===== src/rtl/mm_final_sub_if.sv =====
`default_nettype none
// ============================================================================
// Module   : mm_final_sub_if
// Brief    : Request/result bundle of the Montgomery final-subtraction stage.
// Revision : 1.0
// ============================================================================
interface mm_final_sub_if #(
    parameter int REG_SIZE = 384
);
    logic                start_i;
    logic [REG_SIZE-1:0] x_i;
    logic                x_msb_i;
    logic [REG_SIZE-1:0] r_o;
    logic                valid_o;
    logic                ready_o;

    modport master (
        output start_i, x_i, x_msb_i,
        input  r_o, valid_o, ready_o
    );

    modport slave (
        input  start_i, x_i, x_msb_i,
        output r_o, valid_o, ready_o
    );
endinterface
`default_nettype wire


===== src/rtl/mm_final_sub.sv =====
`default_nettype none
// ============================================================================
// Module   : mm_final_sub
// Brief    : Word-serial conditional subtraction x - p reducing [0, 2p) to [0, p).
// Revision : 1.0
// ============================================================================
module mm_final_sub #(
    parameter int                  REG_SIZE = 384,
    parameter int                  RADIX    = 32,
    parameter logic [REG_SIZE-1:0] PRIME    = 384'hffffffff_ffffffff_ffffffff_ffffffff_ffffffff_ffffffff_ffffffff_fffffffe_ffffffff_00000000_00000000_ffffffff
) (
    input  logic          clk,
    input  logic          reset_n,
    mm_final_sub_if.slave bus
);
    localparam int NW = REG_SIZE / RADIX;
    localparam int CW = (NW > 1) ? $clog2(NW) : 1;

    localparam logic [CW-1:0]                c_LAST    = CW'(NW - 1);
    localparam logic [NW-1:0][RADIX-1:0]     c_PRIME_W = PRIME;

    typedef enum logic [1:0] {
        S_IDLE = 2'd0,
        S_SUB  = 2'd1,
        S_SEL  = 2'd2
    } state_t;

    state_t                  r_state;
    state_t                  w_state_nxt;

    logic [NW-1:0][RADIX-1:0] r_x;
    logic [NW-1:0][RADIX-1:0] r_d;
    logic                    r_msb;
    logic                    r_borrow;
    logic [CW-1:0]           r_cnt;
    logic [REG_SIZE-1:0]     r_r;
    logic                    r_valid;

    logic                    w_load;
    logic                    w_step;
    logic                    w_sel;
    logic                    w_ready;
    logic                    w_last;
    logic [RADIX:0]          w_diff;

    // One RADIX-bit slice of x - p per cycle; the extra top bit is the borrow out.
    assign w_diff = {1'b0, r_x[r_cnt]} - {1'b0, c_PRIME_W[r_cnt]} - {{RADIX{1'b0}}, r_borrow};
    assign w_last = (r_cnt == c_LAST);

    always_ff @(posedge clk or negedge reset_n) begin
        if (!reset_n) begin
            r_state <= S_IDLE;
        end else begin
            r_state <= w_state_nxt;
        end
    end

    always_comb begin
        w_state_nxt = r_state;
        w_load      = 1'b0;
        w_step      = 1'b0;
        w_sel       = 1'b0;
        w_ready     = 1'b0;
        case (r_state)
            S_IDLE: begin
                w_ready = 1'b1;
                if (bus.start_i) begin
                    w_load      = 1'b1;
                    w_state_nxt = S_SUB;
                end
            end
            S_SUB: begin
                w_step = 1'b1;
                if (w_last) begin
                    w_state_nxt = S_SEL;
                end
            end
            S_SEL: begin
                w_sel       = 1'b1;
                w_state_nxt = S_IDLE;
            end
            default: begin
                w_state_nxt = S_IDLE;
            end
        endcase
    end

    always_ff @(posedge clk or negedge reset_n) begin
        if (!reset_n) begin
            r_x      <= '0;
            r_d      <= '0;
            r_msb    <= 1'b0;
            r_borrow <= 1'b0;
            r_cnt    <= '0;
            r_r      <= '0;
            r_valid  <= 1'b0;
        end else begin
            r_valid <= w_sel;
            if (w_load) begin
                r_x      <= bus.x_i;
                r_msb    <= bus.x_msb_i;
                r_borrow <= 1'b0;
                r_cnt    <= '0;
                r_d      <= '0;
            end
            if (w_step) begin
                r_d[r_cnt] <= w_diff[RADIX-1:0];
                r_borrow   <= w_diff[RADIX];
                r_cnt      <= w_last ? '0 : r_cnt + CW'(1);
            end
            // Overflow bit set means x >= 2^REG_SIZE > p; the dropped top bit of d cancels it.
            if (w_sel) begin
                r_r <= (r_msb | ~r_borrow) ? r_d : r_x;
            end
        end
    end

    assign bus.r_o     = r_r;
    assign bus.valid_o = r_valid;
    assign bus.ready_o = w_ready;

endmodule
`default_nettype wire


===== src/flat_wrapper.sv =====
// flat-port wrapper written by rule: the top's interface ports become plain ports
module mm_final_sub_flat 
#(
    parameter int                  REG_SIZE = 384,
    parameter int                  RADIX    = 32,
    parameter logic [REG_SIZE-1:0] PRIME    = 384'hffffffff_ffffffff_ffffffff_ffffffff_ffffffff_ffffffff_ffffffff_fffffffe_ffffffff_00000000_00000000_ffffffff
)
  (clk, reset_n, bus_start_i, bus_x_i, bus_x_msb_i, bus_r_o, bus_valid_o, bus_ready_o);
  mm_final_sub_if #(.REG_SIZE(REG_SIZE)) bus_i ();
  input  logic clk;
  input  logic reset_n;
  input wire logic [$bits(bus_i.start_i)-1:0] bus_start_i;
  input wire logic [$bits(bus_i.x_i)-1:0] bus_x_i;
  input wire logic [$bits(bus_i.x_msb_i)-1:0] bus_x_msb_i;
  output wire logic [$bits(bus_i.r_o)-1:0] bus_r_o;
  output wire logic [$bits(bus_i.valid_o)-1:0] bus_valid_o;
  output wire logic [$bits(bus_i.ready_o)-1:0] bus_ready_o;
  assign bus_i.start_i = bus_start_i;
  assign bus_i.x_i = bus_x_i;
  assign bus_i.x_msb_i = bus_x_msb_i;
  assign bus_r_o = bus_i.r_o;
  assign bus_valid_o = bus_i.valid_o;
  assign bus_ready_o = bus_i.ready_o;
  mm_final_sub #(.REG_SIZE(REG_SIZE), .RADIX(RADIX), .PRIME(PRIME)) u_core (.clk(clk), .reset_n(reset_n), .bus(bus_i));
endmodule

===== config.mk =====
export PLATFORM = sky130hd
export DESIGN_NAME = mm_final_sub_flat
export DESIGN_NICKNAME = d
export VERILOG_FILES = /design/src/rtl/mm_final_sub_if.sv /design/src/rtl/mm_final_sub.sv /design/src/flat_wrapper.sv
export SDC_FILE = /design/constraint.sdc
export NUM_CORES = 2
export LEC_CHECK = 0
export CAP_MARGIN = 40
export CORE_UTILIZATION = 56
export CTS_BUF_LIST = sky130_fd_sc_hd__clkbuf_4 sky130_fd_sc_hd__clkbuf_8
export DETAILED_ROUTE_END_ITERATION = 16
export GPL_TIMING_DRIVEN = 1
export PLACE_DENSITY = 0.82
export SYNTH_ARGS = -nofsm -noshare
export SYNTH_HDL_FRONTEND = slang
export SYNTH_SLANG_ARGS = --single-unit
export TNS_END_PERCENT = 100

===== constraint.sdc =====
create_clock -name clk -period 7.2 [get_ports clk]
set_input_delay 2.16 -clock clk [delete_from_list [all_inputs] [get_ports clk]]
set_output_delay 2.16 -clock clk [all_outputs]
set_load 0.005 [all_outputs]

# Word-level counts from Yosys, hierarchy flattened
# Memory sizes are Yosys's and may differ from the RTL's.
# Cells that the tools add are included.
# word_totals
regBits	1161
romBits	512
wordCells	69
memories	1
# op_classes
add_sub_neg	3
magnitude_cmp	2
n_eq_ne	5
n_mux	22
bitwise_logic	2
reduce_logical	4
# mem_list
name	depth	word_bits	read_ports	rd_clocked_by_memory_dff	wr	line_no	source
(name not given)	16	32	1	0	0	mm_final_sub.sv:47	assign w_diff = {1'b0, r_x[r_cnt]} - {1'b0, c_PRIME_W[r_cnt]} - {{RADIX{1'b0}}, r_borrow};
# op_table
operator	count
2-to-1 mux 384 bit	3
bitwise mux 384 bit	1
binary-select mux 32 bit (select 4 bit)	1
demux 32 bit (select 4 bit)	1
2-to-1 mux 32 bit	3
subtractor 32 x 32 -> 33 bit	1
subtractor 33 x 1 -> 33 bit	1
2-to-1 mux 4 bit	3
2-to-1 mux 1 bit	7
< comparator 4 x 5 -> 1 bit (second input constant)	1
adder 4 x 1 -> 4 bit (second input constant)	1
equality test 4 bit (second input constant)	1
>= comparator 4 x 1 -> 1 bit (second input constant)	1
2-to-1 mux 2 bit	2
one-hot mux 2 bit (2 select lines)	1
equality test 2 x 1 -> 1 bit (second input constant)	1
equality test 2 bit (second input constant)	1
logical NOT 2 bit	1
inequality test 2 x 1 -> 1 bit (second input constant)	1
inequality test 2 bit (second input constant)	1
AND reduction 2 bit	1
nonzero test 2 bit	1
logical AND 1 bit	1
NOT 1 bit	1
OR 1 bit	1

# Longest topological paths before layout
# depth
word_depth	6
depth_mapped	22
mapped_depth_nobuf	17

# Worst setup path after synthesis
# OpenSTA, ideal clock, no wires.
# synth_timing
kind	reg-to-reg
from	register u_core.r_cnt[0]
to	register u_core.r_d[255] (netlist bit)
setup_ns	0.124
arrival_ns	5.192
required_ns	7.076
setup_slack_ns	1.884
stages_incl_launch_ff	22
path_buffers	5
cell_sequence	dfrtp_1 -> buf_4 -> buf_1 -> buf_1 -> inv_1 -> ha_1 -> nand2b_1 -> nor2_1 -> inv_1 -> ha_1 -> inv_1 -> ha_1 -> clkbuf_1 -> a21o_1 -> a21o_1 -> a21oi_1 -> o21bai_1 -> a21o_1 -> a21oi_1 -> clkbuf_1 -> o311ai_0 -> a211o_1
# synth_via
elab_chain_len	6
elab_cells_between_ends	13
classes_between	add/sub: 2; order compare: 2; mux: 7; reduce/logical: 1; memory: 1
# synth_lines
item	line_no	source
from (decl)	mm_final_sub.sv:35	logic [CW-1:0] r_cnt;
from (signal assigned)	mm_final_sub.sv:109	r_cnt <= w_last ? '0 : r_cnt + CW'(1);
memory (16 x 32 bit) (tied with other cells)	--	
2-to-1 mux 32 bit (not written as such) or logical AND 1 bit (tied branches)	mm_final_sub.sv:47, mm_final_sub.sv:107	
subtractor 32 x 32 -> 33 bit or 2-to-1 mux 32 bit (tied branches)	mm_final_sub.sv:47, mm_final_sub.sv:107	
subtractor 33 x 1 -> 33 bit or demux 32 bit (select 4 bit) (tied branches)	--	
bitwise mux 384 bit (*)	mm_final_sub.sv:107	r_d[r_cnt] <= w_diff[RADIX-1:0];
2-to-1 mux 384 bit (*)	mm_final_sub.sv:106	if (w_step) begin
to (signal, indexed assignment)	mm_final_sub.sv:107	
to (decl)	mm_final_sub.sv:32	logic [NW-1:0][RADIX-1:0] r_d;
# Every way passes the cells marked *; elsewhere a longest branch is shown, timed or not. The select of a mux whose other input is x is not followed.
# A chain may end at the register's enable or synchronous reset.

# Worst setup path after layout
# layout_timing
from	register u_core.r_cnt[0]
to	register u_core.r_d[348] (netlist bit)
# Same word-level chain as after synthesis.

==> flow_summary.json <==
{
  "die_h_um": 305,
  "wl_per_cell_um": 28.7,
  "hold_viol": 0,
  "clkLatencyLatePin_ns": 0.88,
  "synth_cells": 4911,
  "maxSlewViolCount": 0,
  "worst-path-max-fanout": 32,
  "area.growth.synth_to_final_pct": 25.6,
  "hold_buffers": 0,
  "min_period_ns": 5.58,
  "syn_nets": 5365,
  "num_rows": 110,
  "yosys-top-cells-count": "dfrtp_1, nand2_1, nor2_1",
  "slew_headroom": 0.0563,
  "worstSetupPathType": "flop to flop",
  "finClkSkew_ns": 0.0381,
  "post-route-period-util": 0.775,
  "grt_overflow": 0,
  "nets": 6000,
  "synth_top_area_share": 0.566,
  "io_pins": 774,
  "yosysSeqAreaShare": 0.566,
  "antenna_found_initial": 44,
  "postRouteWirelength_um": 198000,
  "place_congestion": 0.971,
  "grt_pass1_vias": 42500,
  "cts_setup_buffers": 0,
  "rsz0062_at_grt": "no",
  "place_hpwl_um": 139000,
  "drive_gt1_frac": 0.171,
  "syn_avg_cell_area_sq_um": 10.4,
  "start_util": 0.567,
  "fp.dieArea_sq_um": 92800,
  "cts_buffer_depth": 3,
  "first_iter_violations": 5203,
  "synth_top_area_cell": "dfrtp_1",
  "yosysWarnings": 0,
  "cts_resized": 0,
  "status": "completed",
  "required_ns": 7.89,
  "nFillCells": 6512,
  "clock-sinks": 1161,
  "synthDistinctLibCells": 54,
  "cp_data_arrival_time_ns": 6.27,
  "via_per_inst": 6.36,
  "finalSetupViolCount": 0,
  "first_pass_iters": 6,
  "grt_pass1_wl_um": 286000,
  "cp-start-kind": "flop",
  "fmax_ghz": 0.179,
  "maxCapViolations": 0,
  "synthArstFlopShare": 1.00,
  "grt_max_degree": 254,
  "core_sq_um": 90400,
  "synth.most_common_cell": "dfrtp_1",
  "end_kind": "flop",
  "cts_tree": "yes",
  "ys.flop_type": "dfrtp_1",
  "ant_nets": 0,
  "worst_pin_slew_ns": 1.42,
  "seq_area_sq_um": 29100,
  "path_clk_slew_ns": 0.07,
  "drc": 0,
  "syn_area_sq_um": 51300,
  "root_buffer": "clkbuf_8",
  "fin_tns_setup_ns": 0,
  "ys_ff_latch": 1161,
  "io_buffers": 773,
  "globalRouteTotalUtil": 0.425,
  "die_width_um": 305,
  "multiInputGateArea_sq_um": 20700,
  "synth-edff-count": 0,
  "hold_class": "flop to flop",
  "h-tree-depth": 4,
  "netlist_top_cells_area": "dfrtp_1, mux2_2, nand2_1, a31oi_1, mux4_2",
  "num_vias": 43800,
  "cts-buffers-inserted": 185
}
layout make-up:
class / instances / share of cell area
flip-flops and latches: 1161 / 0.451
multi-input cells: 3252 / 0.321
repair buffers: 875 / 0.139
clock buffers: 303 / 0.0570
well taps: 1176 / 0.0228
inverters: 71 / 0.00413
clock inverters: 31 / 0.00410
diodes: 17 / 0.000660
cell usage in the layout (no fill, tap or decap), types with 5 or more instances in the layout:
| cell | count |
|---|---|
| diode_2 | 17 |
| o21bai_1 | 6 |
| and3_1 | 9 |
| clkinvlp_4 | 7 |
| buf_16 | 9 |
| clkbuf_8 | 224 |
| inv_1 | 71 |
| mux2i_1 | 33 |
| dfrtp_1 | 1158 |
| mux4_2 | 96 |
| clkdlybuf4s50_1 | 772 |
| buf_8 | 7 |
| a21oi_1 | 65 |
| clkbuf_4 | 79 |
| buf_4 | 63 |
| xnor2_2 | 16 |
| ha_1 | 64 |
| buf_12 | 19 |
| o21ai_1 | 46 |
| nand3_1 | 405 |
| clkinv_2 | 18 |
| o21ai_0 | 345 |
| nand2_2 | 12 |
| a211o_1 | 8 |
| nand2_1 | 805 |
| o311a_1 | 5 |
| mux2_2 | 385 |
| o211ai_1 | 9 |
| o311ai_0 | 7 |
| buf_6 | 5 |
| nand4_1 | 17 |
| nor2b_1 | 5 |
| a31oi_1 | 391 |
| a21o_1 | 11 |
| nor2_1 | 449 |
| xor2_2 | 8 |
| nor3_1 | 10 |
worst max-delay path, cell delays in order, from the launching register on:
cell,delay (ns)
dfrtp_4,0.43
buf_4,0.55
mux4_2,0.36
mux2i_1,0.07
nor2_1,0.13
a21oi_1,0.07
fa_1,0.48
fa_1,0.48
and3b_1,0.20
o21ai_1,0.44
o2111ai_1,0.21
a31oi_1,0.36
a31oi_1,0.25
o21ai_0,0.23
a21oi_1,0.12
xor2_2,0.77
o21ai_0,0.24
per-stage QoR:
step / std cells / instance area (sq um) / utilization / hold WS (ns) / setup WS, ns
after global routing: 6884 / 64500 / 0.713 / 0.514 / 1.24
after global placement: 6512 / 60000 / 0.664 / 0.481 / 1.68
after detailed placement: 6535 / 60500 / 0.669 / 0.490 / 1.66
after CTS: 6869 / 64400 / 0.712 / 0.503 / 1.68
after floorplan: 4911 / 51300 / - / 0.469 / 1.88
final: 6886 / 64500 / 0.713 / 0.497 / 1.62
state kept, by name, summed over array words and instances (netlist names):
| register | cells |
|---|---|
| u_core.bus.r_o | 384 |
| u_core.bus.valid_o | 1 |
| u_core.r_borrow | 1 |
| u_core.r_cnt | 4 |
| u_core.r_d | 384 |
| u_core.r_msb | 1 |
| u_core.r_state | 2 |
| u_core.r_x | 384 |
path summary, 6_finish.rpt:
check                                      from  slack [ns]  depth (start not counted)             endpoint
worst max-delay path            u_core.r_cnt[0]        1.62                         16      u_core.r_d[348]
worst min-delay path            u_core.r_d[239]        0.50                          2      u_core.r_d[239]
min in group asynchronous               reset_n        1.39                          1  u_core.bus.r_o[306]
worst max register to register  u_core.r_cnt[0]        1.62                         16      u_core.r_d[348]
worst min register to register  u_core.r_d[239]        0.50                          2      u_core.r_d[239]
max in group asynchronous               reset_n        4.27                          2       u_core.r_d[20]
metal layers:
layer | vias to the layer above | share of wire | global-route usage
li1 | 18400 | - | -
met1 | 21700 | 0.35 | 0.522
met2 | 2869 | 0.44 | 0.622
met3 | 711 | 0.11 | 0.130
met4 | 38 | 0.095 | 0.348
met5 | - | 0.0013 | 0
cell families after synthesis:
group           synth area share
fa+ha+maj                 0.0164
compound gates             0.103
flops                      0.566
xor+xnor                 0.00512
buf+inv                   0.0367
simple gates               0.139
mux                        0.133
Power is not shown: default switching activity piles up to over one toggle a cycle in this logic, so the estimate is an artifact.
